$ cat src/rtl/pipe_stage_buf_pkg.sv
// Shared sizing helpers for the elastic pipeline-stage buffer.
package pipe_stage_buf_pkg;

    // Pointer width for a DEPTH-slot circular array; at least one bit so DEPTH=1 still has a pointer.
    function automatic int unsigned ptr_width(input int unsigned depth);
        int unsigned w;
        w = $clog2(depth);
        return (w < 1) ? 1 : w;
    endfunction

endpackage

$ cat src/rtl/pipe_stage_buf.sv
// Elastic DEPTH-entry pipeline-stage register with stall and flush; 1-cycle minimum latency.
// Ready/valid depend only on en, flush, reset and registered occupancy: no combinational ready path.
module pipe_stage_buf
    import pipe_stage_buf_pkg::*;
#(
    parameter int WIDTH = 32,
    parameter int DEPTH = 2,
    localparam int CW = $clog2(DEPTH + 1)
) (
    input  logic             CLK,
    input  logic             RST,
    input  logic             in_valid,
    output logic             in_ready,
    input  logic [WIDTH-1:0] in_data,
    output logic             out_valid,
    input  logic             out_ready,
    output logic [WIDTH-1:0] out_data,
    input  logic             en,
    input  logic             flush,
    output logic [CW-1:0]    count,
    output logic             full,
    output logic             empty
);

    localparam int PW = ptr_width(DEPTH);

    if (WIDTH < 1 || DEPTH < 1) begin : g_param_check
        $error("pipe_stage_buf: WIDTH and DEPTH must both be at least 1");
    end

    logic [WIDTH-1:0] mem_q [DEPTH];
    logic [PW-1:0]    rp_q, rp_d;
    logic [PW-1:0]    wp_q, wp_d;
    logic [CW-1:0]    count_q, count_d;
    logic             hs_en;
    logic             push;
    logic             pop;

    // Explicit wrap at DEPTH-1 so non-power-of-two depths work.
    function automatic logic [PW-1:0] next_ptr(input logic [PW-1:0] p);
        return (p == PW'(DEPTH - 1)) ? '0 : p + 1'b1;
    endfunction

    always_comb begin
        full      = (count_q == CW'(DEPTH));
        empty     = (count_q == '0);
        hs_en     = ~RST & en & ~flush;
        in_ready  = hs_en & ~full;
        out_valid = hs_en & ~empty;
        push      = in_valid & in_ready;
        pop       = out_valid & out_ready;
        out_data  = mem_q[rp_q];
        count     = count_q;
    end

    always_comb begin
        rp_d    = rp_q;
        wp_d    = wp_q;
        count_d = count_q;
        if (flush) begin
            rp_d    = '0;
            wp_d    = '0;
            count_d = '0;
        end else begin
            if (push) wp_d = next_ptr(wp_q);
            if (pop)  rp_d = next_ptr(rp_q);
            if (push && !pop)      count_d = count_q + CW'(1);
            else if (pop && !push) count_d = count_q - CW'(1);
        end
    end

    always_ff @(posedge CLK) begin
        if (RST) begin
            rp_q    <= '0;
            wp_q    <= '0;
            count_q <= '0;
        end else begin
            rp_q    <= rp_d;
            wp_q    <= wp_d;
            count_q <= count_d;
        end
    end

    // Payload storage needs no reset: out_data is only meaningful while out_valid is high.
    always_ff @(posedge CLK) begin
        if (push) mem_q[wp_q] <= in_data;
    end

endmodule

$ cat config.mk
export PLATFORM = sky130hd
export DESIGN_NAME = pipe_stage_buf
export DESIGN_NICKNAME = d
export VERILOG_FILES = /design/src/rtl/pipe_stage_buf_pkg.sv /design/src/rtl/pipe_stage_buf.sv
export SDC_FILE = /design/constraint.sdc
export NUM_CORES = 1
export LEC_CHECK = 0
export ABC_AREA = 1
export CORE_MARGIN = 5
export CORE_UTILIZATION = 25
export DETAILED_ROUTE_END_ITERATION = 8
export HOLD_SLACK_MARGIN = 0.05
export REMOVE_ABC_BUFFERS = 1
export SKIP_LAST_GASP = 1
export SLEW_MARGIN = 20
export SYNTH_ARGS = -nofsm -noshare
export SYNTH_HDL_FRONTEND = slang
export SYNTH_SLANG_ARGS = --single-unit
$ cat constraint.sdc
create_clock -name CLK -period 3.6 [get_ports CLK]
set_input_delay 0.72 -clock CLK [delete_from_list [all_inputs] [get_ports CLK]]
set_output_delay 0.72 -clock CLK [all_outputs]
set_load 0.005 [all_outputs]
-- After elaboration in Yosys (flattened, before gate mapping)
Memory sizes are Yosys's and may differ from the RTL's. A register that Yosys moved wholly into a read port is not among the register bits.
Index checks and enable logic that the tools add are counted.
- register bits: 4
- RAM bits: 64
- bits of input ports: 38
- output and inout port bits: 38
- word-level logic and storage cells: 34
- memories kept: 1
- add/subtract/negate cells: 4
- eq/ne operators: 1
- mux-type cells: 8
- bitwise gates (word level): 10
- reductions and logical operators: 7
- memories (name ; depth ; bits a word ; rd ports ; clocked after memory_dff ; wr ports ; line ; RTL):
    mem_q ; 2 ; 32 ; 1 ; 1 ; 1 ; pipe_stage_buf.sv:31 ; logic [WIDTH-1:0] mem_q [DEPTH];
- operator list (operator ; number):
    $and 1x1->1 ; 6
    $mux 1 ; 6
    $mux 2 ; 2
    $not 1->1 ; 4
    $add 1x1->1 const B ; 2
    $add 2x1->2 const B ; 1
    $eq 2x2->1 const B ; 1
    $logic_and 1x1->1 ; 2
    $logic_not 1->1 ; 2
    $logic_not 2->1 ; 1
    $reduce_bool 2->1 ; 1
    $reduce_or 2->1 ; 1
    $sub 2x1->2 const B ; 1

-- Logic depth before layout (Yosys ltp)
Gate-level depths: netlist (run 1).
- depth in word-level cells: 9
- depth in mapped cells: 12
- gate-level depth less buffers: 12

-- Least setup slack after synthesis (run 1)
OpenSTA, ideal clock, no wires.
- path kind: input to register
- start point: input port RST
- end point: memory mem_q[0][0], enable pin
- library setup time: 0.461 ns
- data arrival time: 3.206 ns
- slack: -0.068 ns
- cell stages on the path: 3
- cells stage by stage: nor2_4 > nand3_4 > nor3_1
- longest elaborated chain between the ends: 7
- ends and longest elaborated chain (element ; line ; RTL):
    start: declaration ; pipe_stage_buf.sv:11 ; input logic RST,
    $not 1->1 ; pipe_stage_buf.sv:47 ; hs_en = ~RST & en & ~flush;
    $and 1x1->1 (2 in a row) ; pipe_stage_buf.sv:47 ;
    $and 1x1->1 ; pipe_stage_buf.sv:48 ; in_ready = hs_en & ~full;
    $and 1x1->1 ; pipe_stage_buf.sv:50 ; push = in_valid & in_ready;
    $mux 1 ; pipe_stage_buf.sv:86 ; if (push) mem_q[wp_q] <= in_data;
    $mux 1 (implied by the code) ; pipe_stage_buf.sv:86 ;
    end: declaration ; pipe_stage_buf.sv:31 ;
No other way between the ends.

-- Worst setup path in the final report (run 1)
- start point: input port RST
- end point: output port in_ready
- longest elaborated chain between the ends: 4
- ends and longest elaborated chain (element ; line ; RTL):
    $not 1->1 ; pipe_stage_buf.sv:47 ;
    $and 1x1->1 (2 in a row) ; pipe_stage_buf.sv:47 ;
    $and 1x1->1 ; pipe_stage_buf.sv:48 ;
    end: declaration ; pipe_stage_buf.sv:13 ; output logic in_ready,
No other way between the ends.

==> results by group, run 1 <==
Outcome
  – Status: finished, final reports clean

Timing
  – Final slew viol count: 0
  – Hold Vio Cnt, Final: 0
  – RSZ-0062 raised after global routing: false
  – Worst Skew: 5.49 ps
  – FMAX: 357 MHz
  – Minimum clock period: 2800 ps
  – Fin crit share: 0.777
  – Actual slew at the worst max-slew pin: 449 ps
  – Final setup viols: 0
  – Slew headroom: 0.701

Yosys
  – Ys Warns: 0
  – Yosys reg bits: 69
  – Mapped Area: 2650 um2
  – Sequential area share after synthesis: 0.762
  – Synth top area cells: edfxtp_1 (72%), mux2_2 (12%), dfxtp_1 (3.8%)
  – Mean Syn Cell Area: 18.2 um2
  – Synth Instances: 146
  – Synth cell types: 18
  – Synth area leader: edfxtp_1
  – Synth top area share: 0.725

Final layout
  – Post-layout util: 0.369
  – Fraction of layout cells with a size suffix above 1: 0.252
  – Ant. Diodes: 0
  – Fill cell count: 998
  – Sequential cell area: 2020 um2
  – Area Growth Syn to Fin: 43.6%
  – Nets: 272
  – Footprint of the multi-input gates: 546 um2

Floorplan
  – # rows: 37
  – Die W: 113 um
  – Initial core utilization: 0.257
  – IO Count: 76
  – Die height: 113 um
  – Core area: 10300 um2
  – Full die area: 12800 um2

CTS
  – PostCTS Resize Cnt: 0
  – Hold buffers post-CTS: 0
  – Max Root-Sink Buffers: 2
  – Max H-tree Level: 3
  – Sink Count: 69
  – CTS tree: done
  – Clock root buffer master: clkbuf_8
  – Reg clk slew, reported paths: 70 ps
  – TritonCTS Buffers: 9
  – Worst skew pair latency: 340 ps
  – # Post-CTS Setup Buffers: 0

Power
  – Pwr dens: 449 nW/um2
  – Total power: 1.71 mW
  – Max rail drop VDD: 192 uV
  – P_leak: 1.29 nW

GRT
  – Vias in the first global route: 1555
  – Largest net degree at the start of global routing: 33
  – Grt total ovfl: 0
  – Antenna violations before repair: 0
  – GRT Util Overall: 0.0837
  – Global-route wire length before repair: 8020 um

Routing
  – Per-cell routed wire length: 13.8 um
  – TritonRoute pass-1 iters: 3
  – Total Wirelength: 5150 um
  – Iter 0 DRT Violations: 43
  – Via count: 1470
  – Post-route ant nets: 0
  – DR DRC count: 0
  – Vias per Instance: 3.93

Worst setup path
  – CP Class: in -> out
  – WP data required: 2880 ps
  – Worst R2R Path Depth: 11
  – CP Data Arrival Time: 2080 ps
  – CP Capture Type: output port
  – CP Launch Type: input port
  – CP Max Fanout: 6

Hold path
  – Hold path cells: 2
  – Hold Crit Class: reg -> reg

Placed design
  – Detailed placement HPWL: 3450 um
  – Input/output buffers: 75
  – GP Congestion: 0.756

Flow run
  – Max Cap Violations: 0
[layout by cell type, fill, tap and decap left out]
cell type / netlist / routed
clkdlybuf4s50_1: 0 / 75
edfxtp_1: 64 / 64
mux2_2: 28 / 28
inv_1: 11 / 11
nand2_1: 9 / 9
clkbuf_8: 0 / 9
nor2_1: 8 / 8
buf_4: 0 / 5
mux2_4: 4 / 4
dfxtp_1: 5 / 4
bufinv_16: 0 / 3
nor2_4: 2 / 2
nand4_1: 2 / 2
a21oi_1: 2 / 2
clkinvlp_4: 0 / 2
inv_2: 1 / 1
nand3_4: 1 / 1
nand3_2: 1 / 1
nor2_2: 1 / 1
nor3_2: 0 / 1
o21ai_0: 1 / 1
ha_1: 1 / 1
dfxtp_2: 0 / 1
clkinv_2: 0 / 1
clkinv_1: 0 / 1
[flip-flops by register name, indices dropped and copies added (netlist names), named ones only]
| signal | flops |
|---|---|
| mem_q | 64 |
| count | 2 |
| rp_q | 1 |
| wp_q | 1 |
[critical path: stages]
cell and delay, ps:
clkdlybuf4s50_1 450, nor2_4 220, nand3_4 120, inv_1 70
clkdlybuf4s50_1 500
[final timing paths]
check             startpoint       end  slack [ps]
setup reg to reg    count[0]  count[1]        2020
hold reg to reg         rp_q      rp_q         520
hold / removal          rp_q      rp_q         520
setup / recovery         RST  in_ready         800
[synthesized netlist by cell type (all sizes together)]
library cell and n:
edfxtp 64, mux2 32, nor3 1, o21ai 1, nor2 11, inv 12
nand4 2, nand2 9, dfxtp 5, buf 4, ha 1, nand3 2
a21oi 2
[cell type report]
class / count / area share
Sequential cell: 69 / 0.531
Inverter: 12 / 0.0118
Timing Repair Buffer: 80 / 0.207
Clock inverter: 7 / 0.0299
Multi-Input combinational cell: 61 / 0.143
Clock buffer: 9 / 0.0325
Tap cell: 136 / 0.0447
[where the power goes]
part / internal (mW) / switching [mW] / total (mW)
logic: 0.0560 / 0.0282 / 0.0841
clock network: 0.456 / 0.286 / 0.742
registers: 0.883 / 0.00181 / 0.885
total: 1.40 / 0.316 / 1.71
[per-stage QoR]
stage	TNS, ps	std cells	hold slack, ps	cell area (um2)	setup WS (ps)
floorplan	-2170	142	467	2610	-67.8
global placement	0	358	498	3570	809
detailed placement	0	358	501	3570	796
CTS	0	374	520	3810	785
global route	0	374	557	3810	729
finish	0	374	522	3810	802
[cell families after synthesis]
group	count (synthesis)	share of synthesized area
flops	69	0.762
buf+inv	16	0.0340
compound gates	3	0.00566
simple gates	25	0.0519
fa+ha+maj	1	0.00472
mux	32	0.142
[metal layers]
layer	share of wire	track usage	wire length, um	vias to the layer above
met5	0	0	0	-
met4	0.016	0.0433	85	0
met1	0.43	0.0931	2210	689
li1	-	-	-	715
met3	0.083	0.0439	430	11
met2	0.47	0.131	2430	55
No activity file was read; power rests on OpenSTA's default activity.
==> run 2, diff against run 1 <==
clock period = 2.8 ns   (was 3.6 ns; I/O delays follow)
==> run 2 against run 1 <==
Compared with the run above: sequential power is 29% higher; non-clock buffer count stayed put; worst hold slack worse by 2.2 ps; sequential share of layout area is 0.96 points higher; design area is 1.8% lower; die area stayed put; clock skew is 0.92 ps lower; first-iteration DRC count is 4.7% lower; power is 11% higher; critical path type is now reg -> out.
==> results by group, run 2 (same netlist as run 1, synthesis figures left out) <==
Outcome
  – Status: finished, final reports clean

Timing
  – RSZ-0062 raised after global routing: false
  – Fin crit share: 0.893
  – Final slew viol count: 0 (unchanged)
  – Actual slew at the worst max-slew pin: 371 ps (-78.0 ps)
  – Post-route setup slack: 298 ps (-503 ps)
  – FMAX: 400 MHz
  – Minimum clock period: 2500 ps
  – Final setup viols: 0 (unchanged)
  – Worst Skew: 4.57 ps (-0.924 ps)
  – Hold Vio Cnt, Final: 0 (unchanged)
  – Slew headroom: 0.753 (+0.0520)
  – Setup TNS: 0 ps (unchanged)

Final layout
  – Ant. Diodes: 0 (unchanged)
  – Commonest cells after routing, fill and taps aside: clkdlybuf4s50_1 (75), edfxtp_1 (64), mux2_2 (28)
  – Most common cell after layout, fill and taps aside: clkdlybuf4s50_1
  – Nets: 272 (unchanged)
  – Largest Register: mem_q
  – Area Growth Syn to Fin: 41.1%
  – Max FFs per register: 64 (unchanged)
  – Fin area: 3740 um2 (-1.8%)
  – Post-layout util: 0.363 (-0.00654)
  – Fraction of layout cells with a size suffix above 1: 0.244 (-0.00840)

Worst setup path
  – CP peak stage delay: 560 ps (+60 ps)
  – CP Launch Type: flop
  – CP Capture Type: output port
  – Worst R2R Path Depth: 11 (unchanged)
  – R2r startpoint: count[1]
  – CP Class: reg -> out
  – Buffer and inverter count on the worst path: 2 (-1)
  – R2r setup slk: 1200 ps (-820 ps)
  – Capturing point of the worst reg2reg path: count[1]
  – Cell Chain, Critical Path: buf_12 > mux2_2 > clkdlybuf4s50_1
  – Crit path max-delay family: buffers and inverters
  – CP Max Fanout: 20 (+14)
  – CP Data Arrival Time: 1940 ps (-140 ps)
  – Crit-path slowest cell: dfxtp_2
  – WP data required: 2240 ps (-640 ps)

CTS
  – Worst skew pair latency: 330 ps (about the same)
  – Clock root buffer master: clkbuf_8
  – Sink Count: 69 (unchanged)
  – Reg clk slew, reported paths: 70 ps (about the same)
  – Hold buffers post-CTS: 0 (unchanged)
  – # Post-CTS Setup Buffers: 0 (unchanged)
  – Max Root-Sink Buffers: 2 (unchanged)
  – PostCTS Resize Cnt: 0 (unchanged)
  – CTS tree: done
  – Max H-tree Level: 3 (unchanged)
  – TritonCTS Buffers: 9 (unchanged)

Hold path
  – WHS Endpoint: rp_q
  – Hold Crit Class: reg -> reg
  – Min-delay src: rp_q
  – Hold path cells: 2 (unchanged)

Floorplan
  – Die height: 113 um (unchanged)
  – IO Count: 76 (unchanged)
  – Die W: 113 um (unchanged)
  – Initial core utilization: 0.257 (unchanged)
  – # rows: 37 (unchanged)
  – Full die area: 12800 um2 (unchanged)
  – Core area: 10300 um2 (unchanged)

Power
  – Max rail drop VDD: 166 uV (-13%)
  – Switching Fraction: 0.200 (+0.0160)
  – Clock power frac: 0.344 (-0.090)
  – Reg power frac: 0.599 (+0.082)
  – Internal: 1.52 mW (+8.8%)
  – Total power: 1.90 mW (+11%)
  – Comb power frac: 0.057 (+0.008)
  – Pwr dens: 507 nW/um2 (+13%)
  – P_leak: 1.27 nW (-2.3%)
  – Sw Pwr: 381 uW (+21%)

Placed design
  – GP Congestion: 0.759 (+0.29%)
  – Pre-CTS worst setup slack: 326 ps (-470 ps)
  – Input/output buffers: 75 (unchanged)
  – Placed inst area: 3580 um2 (+0.35%)
  – Detailed placement HPWL: 3570 um (+3.4%)

Routing
  – TritonRoute pass-1 iters: 4 (+1)
  – Total Wirelength: 5160 um (+0.14%)
  – Post-route ant nets: 0 (unchanged)
  – Per-cell routed wire length: 13.8 um (+0.14%)
  – Vias per Instance: 4.01 (+2.1%)
  – Iter 0 DRT Violations: 41 (-4.7%)
  – Via count: 1501 (+2.1%)
  – DR DRC count: 0 (unchanged)

Flow run
  – Max Cap Violations: 0 (unchanged)

GRT
  – Antenna violations before repair: 0 (unchanged)
  – GRT Util Overall: 0.0867 (+0.00299)
  – Grt total ovfl: 0 (unchanged)
  – Vias in the first global route: 1671 (+7.5%)
  – Global-route wire length before repair: 8350 um (+4.1%)
  – Largest net degree at the start of global routing: 21 (-36%)
## run 2: routing by layer
| metal | up-vias | GRT usage | share of wire |
|---|---|---|---|
| met5 | - | 0 | 0 |
| met4 | 0 | 0.0409 | 0.017 |
| met3 | 8 | 0.0385 | 0.078 |
| met2 | 53 | 0.142 | 0.48 |
| met1 | 726 | 0.0969 | 0.43 |
| li1 | 714 | - | - |
## run 2: power groups by stage
stage	sequential [mW]	clock, mW	combinational (mW)
CTS	1.14	0.690	0.111
global route	1.14	0.750	0.117
floorplan	1.16	0	0.0235
finish	1.14	0.653	0.108
detailed placement	1.16	0	0.110
global placement	1.16	0	0.107
## run 2: cell type report
type	count	area [um2]
fillers	987	6580
clock buffers	10	128
flip-flops and latches	69	2020
repair buffers	80	801
well taps	136	170
clock inverters	6	30.0
multi-input cells	61	546
inverters	12	45.0
## run 2: tightest hold or removal path, cell delays in order (launching register included)
cell and delay (ps):
dfxtp_1 340, nor2_1 60, nor2_1 90
## run 2: worst max-delay path by stage
stage	start	end	slack, ps	cells past startpoint
final	flop	out_data[14]	300	3
after global routing	flop	out_data[3]	180	3
after CTS	flop	out_data[14]	210	3
after detailed placement	RST	in_ready	330	5
after global placement	RST	in_ready	330	5
after floorplan	RST	mem_q[0][0]	-710	3
## run 2: metrics by stage
step,cells,hold slack (ps)
6_report,374,520
4_1_cts,374,517
5_1_grt,374,549
3_5_place_dp,358,492
3_3_place_gp,358,491
2_1_floorplan,142,467
==> variant 1 (flow settings as in run 2) <==
Change the parameter `DEPTH` from 2 to 4.
--- a/src/rtl/pipe_stage_buf.sv
+++ b/src/rtl/pipe_stage_buf.sv
@@ -6,3 +6,3 @@
     parameter int WIDTH = 32,
-    parameter int DEPTH = 2,
+    parameter int DEPTH = 4,
     localparam int CW = $clog2(DEPTH + 1)
Interface: changed (resized count); port bits go from 76 to 77. No check against the original RTL was run, so the function may have changed too.
==> variant 1 against run 2 <==
  * Sequential power up 97%
  * Sequential cell count is 68 higher
  * Worst setup slack got worse by 150 ps
  * Hold slack improved by 3.8 ps
  * Routed wire length grew 130%
  * Synthesized area is 100% higher
  * Fmax fell by 5.6%
  * Total power is 140% higher
  * Cell area grew 87%
  * Clock skew up 4.7 ps
==> variant 1: results (changes against run 2) <==
Outcome
  – Outcome: finished, final reports clean

Clocking
  – Root buf cell: clkbuf_16
  – Clock Latency Late Sink: 410 ps (+80 ps)
  – CTS H-tree lvls: 4 (+1)
  – Number of CTS-inserted buffers: 17 (+8)
  – Clock transition at path regs: around 60 ps
  – CTS Buffer Depth: 2 (unchanged)
  – Post-CTS Setup Bufs: 0 (unchanged)

Global route
  – GRT Overall Usage: 9.97% (+1.3 points)
  – Initial antenna violation count: 1 (+1)
  – Vias in the first global route: 3380 (+100%)
  – Largest net degree at the start of global routing: 65 (+210%)
  – Overflow after GRT: 0 (unchanged)
  – First-pass GRT wire length: 18.2 mm (+120%)

Detailed routing
  – DRT Pass-1 Iters: 5 (+1)
  – Iter 0 DRT Violations: 140 (+240%)
  – Vias per std cell: 4.29 (+6.9%)
  – # DRC: 0 (unchanged)
  – Post-Route WL: 11.9 mm (+130%)

Logic synthesis
  – Post-synth cell types: 22 (+4)
  – Synth area leaders: edfxtp_1 (72%), nor2_1 (6.1%), o22ai_1 (3.8%), o21ai_0 (3.6%), dfxtp_1 (3.4%)
  – FFs w/ async S/R, synth: 0% (unchanged)
  – Sequential area share after synthesis: 75.9% (-0.34 points)
  – Synth top cells by count: edfxtp_1 (128), nor2_1 (86), o21ai_0 (38)
  – Post-synth EDFFs: 128 (+100%)
  – Yosys warns: 0 (unchanged)

Critical path
  – CP arrival: 2090 ps (+150 ps)
  – Slowest stage cell, crit path: clkdlybuf4s50_1
  – Crit Path Max Fanout: 64 (+220%)
  – Largest stage delay, worst path: 550 ps

STA
  – Clock Skews: 9.29 ps (+4.72 ps)
  – Slew headroom: 67.3% (-8.0 points)

Power
  – Max VDD drop: 0.000234 V (+40%)
  – Lkg Pwr: 2.35 nW (+86%)

Cells and area
  – Max reg flops: 128 (+100%)
  – Most common cell after layout, fill and taps aside: edfxtp_1
  – Share of cells above drive strength 1: 9.86% (-15 points)
  – Diodes inserted: 0 (unchanged)
  – Final #Nets: 519 (+91%)
  – Biggest register: mem_q

Placement
  – DP Area: 6430 sq um (+79%)
  – GP Congestion: 0.708 (-6.7%)
  – Port Buffers: 76 (+1.3%)
  – DP HPWL: 7.23 mm (+100%)

Min path
  – Worst min path class: reg -> reg
variant 1: timing repair:
action                     in CTS  in global routing
setup endpoints to repair       0                  6
hold buffers                    0                  0
hold endpoints to repair        0                  0
resized for setup               0                  3
variant 1: where the power goes:
group / leakage [nW] / switching [mW] / internal [mW]
Combinational: 0.853 / 0.0583 / 0.0768
Clock: 0.272 / 0.780 / 1.35
Sequential: 1.23 / 0.00349 / 2.25
variant 1: kinds of logic (layout without fill, tap and decap cells):
| family | count (synthesis) | after routing | share of synthesized area [%] |
|---|---|---|---|
| AO/OA/AOI/OAI | 99 | 99 | 10.1 |
| adder cells (fa/ha/maj) | 7 | 7 | 1.79 |
| buffers and inverters | 39 | 139 | 4.20 |
| flip-flops | 137 | 137 | 75.9 |
| AND/OR/NAND/NOR | 105 | 105 | 8.02 |
variant 1: path summary, 6_finish.rpt:
kind | start | end | slack, ps | depth (start not counted)
worst max-delay path | register | out_data[24] | 150 | 4
worst min-delay path | count[0] | count[0] | 520 | 2
worst max register to register | count[1] | count[2] | 920 | 13
worst min register to register | count[0] | count[0] | 520 | 2
variant 1: area by class of cell:
type | instances | area [sq um]
multi-input combinational | 211 | 1090
fill | 2046 | 14000
clock inverter | 8 | 97.6
tap | 275 | 344
sequential | 137 | 4030
clock buffer | 24 | 472
timing repair buffer | 87 | 897
inverter | 20 | 82.6
variant 1: per-layer routing:
metal | part of all wire [%] | vias up | track usage (%) | wire length, um
met5 | 0.093 | - | 0 | 11
met4 | 1.0 | 2 | 2.88 | 119
met3 | 7.9 | 18 | 4.97 | 942
met2 | 50 | 84 | 16.8 | 5970
met1 | 41 | 1575 | 11.2 | 4840
li1 | - | 1590 | - | -
variant 1: worst max-delay path, delay by kind of cell (launching register included):
family,cells,cell delay (ps)
compound gates,2,360
buf+inv,2,920
flops,1,360
variant 1: per-stage QoR:
stage	util [%]	std cells	total power, mW	hold slack (ps)	setup WS (ps)
final	33.4	762	4.52	524	150
after global routing	33.4	762	4.68	575	24.1
after CTS	33.4	762	4.57	527	11.7
after detailed placement	30.7	730	2.43	515	295
after global placement	30.7	730	2.43	521	327
after floorplan	-	368	2.32	501	105
==> variant 2 (config.mk and constraints of run 2) <==
Made on the original files. Make the reset (`RST`) asynchronous in one clocked block.
--- a/src/rtl/pipe_stage_buf.sv
+++ b/src/rtl/pipe_stage_buf.sv
@@ -71,3 +71,3 @@
 
-    always_ff @(posedge CLK) begin
+    always_ff @(posedge CLK or posedge RST) begin
         if (RST) begin
Behaviour: differs if RST is asserted again (counterexample within 4 cycles, from zero or initial values and one cycle with RST high); with RST held inactive, the same outputs for 10 cycles.
==> variant 2 against run 2 <==
  * Register-to-register slack got worse by 110 ps
  * Cell area shrank 0.30%
  * Critical path depth grew 2
  * Sequential cell count decreased by 1
  * Cell count is 0.27% lower
  * First-iteration DRC count is 32% lower
  * Routed wire length increased by 0.45%
  * Synthesized area fell by 1.2%
  * Worst setup slack improved by 26 ps
Power is not compared: it rests on default switching activity, and its combinational part moved more than twofold at a synthesized area within 25%.
==> variant 2: results (changes against run 2) <==
Logic synthesis
  – Synth top cells by count: edfxtp_1 (64), mux2_2 (32), inv_1 (11)
  – Post-synth cell types: 17 (-1)
  – Mux cell area share after synthesis: 13.8% (-0.40 points)
  – Adder-Cell Fraction of Synth Area: 0% (-0.47 points)
  – Compound-Gate Fraction of Synth Area: 0.573% (+0.0070 points)
  – Synth area leaders: edfxtp_1 (73%), mux2_2 (14%), dfrtp_1 (3.8%), inv_1 (1.6%), nand2_1 (1.0%)
  – Post-synthesis cell count: 145 (-0.68%)

STA
  – Worst slew pin tran: 331 ps (-39.8 ps)

Cells and area
  – Fill cell total of the finished layout: 1017 (+3.0%)
  – Share of cells above drive strength 1: 27.0% (+2.6 points)
  – Post-Layout Inst Area: 3730 sq um (-0.30%)

Global route
  – Largest net degree at the start of global routing: 24 (+14%)
  – Met2 track demand over resource: 13.3% (-0.91 points)
  – Vias in the first global route: 1619 (-3.1%)
  – GRT met1 Usage: 9.89% (+0.20 points)
  – First-pass GRT wire length: 8.09 mm (-3.1%)

Min path
  – Worst min path class: in -> async

Placement
  – GP Congestion: 0.708 (-6.7%)
  – DP HPWL: 3.54 mm (-0.87%)
  – DP Area: 3570 sq um (-0.28%)

Critical path
  – CP arrival: 1920 ps (-20 ps)
  – Crit Path Max Fanout: 4 (-80%)
  – Largest stage delay, worst path: 500 ps (-60 ps)
  – Slowest stage cell, crit path: clkdlybuf4s50_1
  – R2R Path Start: count[0]

Detailed routing
  – Vias per std cell: 4.01 (-0.20%)
  – Iter 0 DRT Violations: 28 (-32%)
  – Per-cell routed wire length: 13.9 um (+0.72%)

Outcome
  – Outcome: finished, final reports clean
## variant 2: cell families after synthesis
| kind of cell | Yosys count |
|---|---|
| compound gates | 3 |
| mux | 32 |
| buf+inv | 16 |
| flops | 68 |
| simple gates | 26 |
## variant 2: path summary, 6_finish.rpt
check | end | slack (ps) | cells past startpoint
worst min-delay path | count[0] | 500 | 2
worst max register to register | mem_q[1][25] | 1090 | 5
worst min register to register | count[1] | 610 | 2
max in group asynchronous | rp_q | 2110 | 2
worst max-delay path | out_valid | 320 | 5
min in group CLK | count[1] | 610 | 2
## variant 2: final cells by class
cell class              count  share of cell area, %
clock inverters             6                  0.872
inverters                  12                   1.21
well taps                 136                   4.56
clock buffers               9                   3.32
flip-flops and latches     68                   54.2
repair buffers             81                   21.3
multi-input cells          61                   14.5
## variant 2: where the power goes
group / switching [mW] / total [mW] / internal, mW
logic: 0.0982 / 0.248 / 0.150
clock network: 0.341 / 0.648 / 0.306
registers: 0.0136 / 1.15 / 1.14
## variant 2: per-stage QoR
step                      total power [mW]  hold slack, ps
after global routing                  2.15             520
final                                 2.05             503
after floorplan                       1.26             326
after detailed placement              1.42             608
after global placement                1.42             597
after CTS                             2.09             488
## variant 2: routing by layer
metal,vias up,part of all wire (%)
li1,714,-
met4,0,1.4
met3,7,6.9
met2,46,48
met5,-,0
met1,727,43
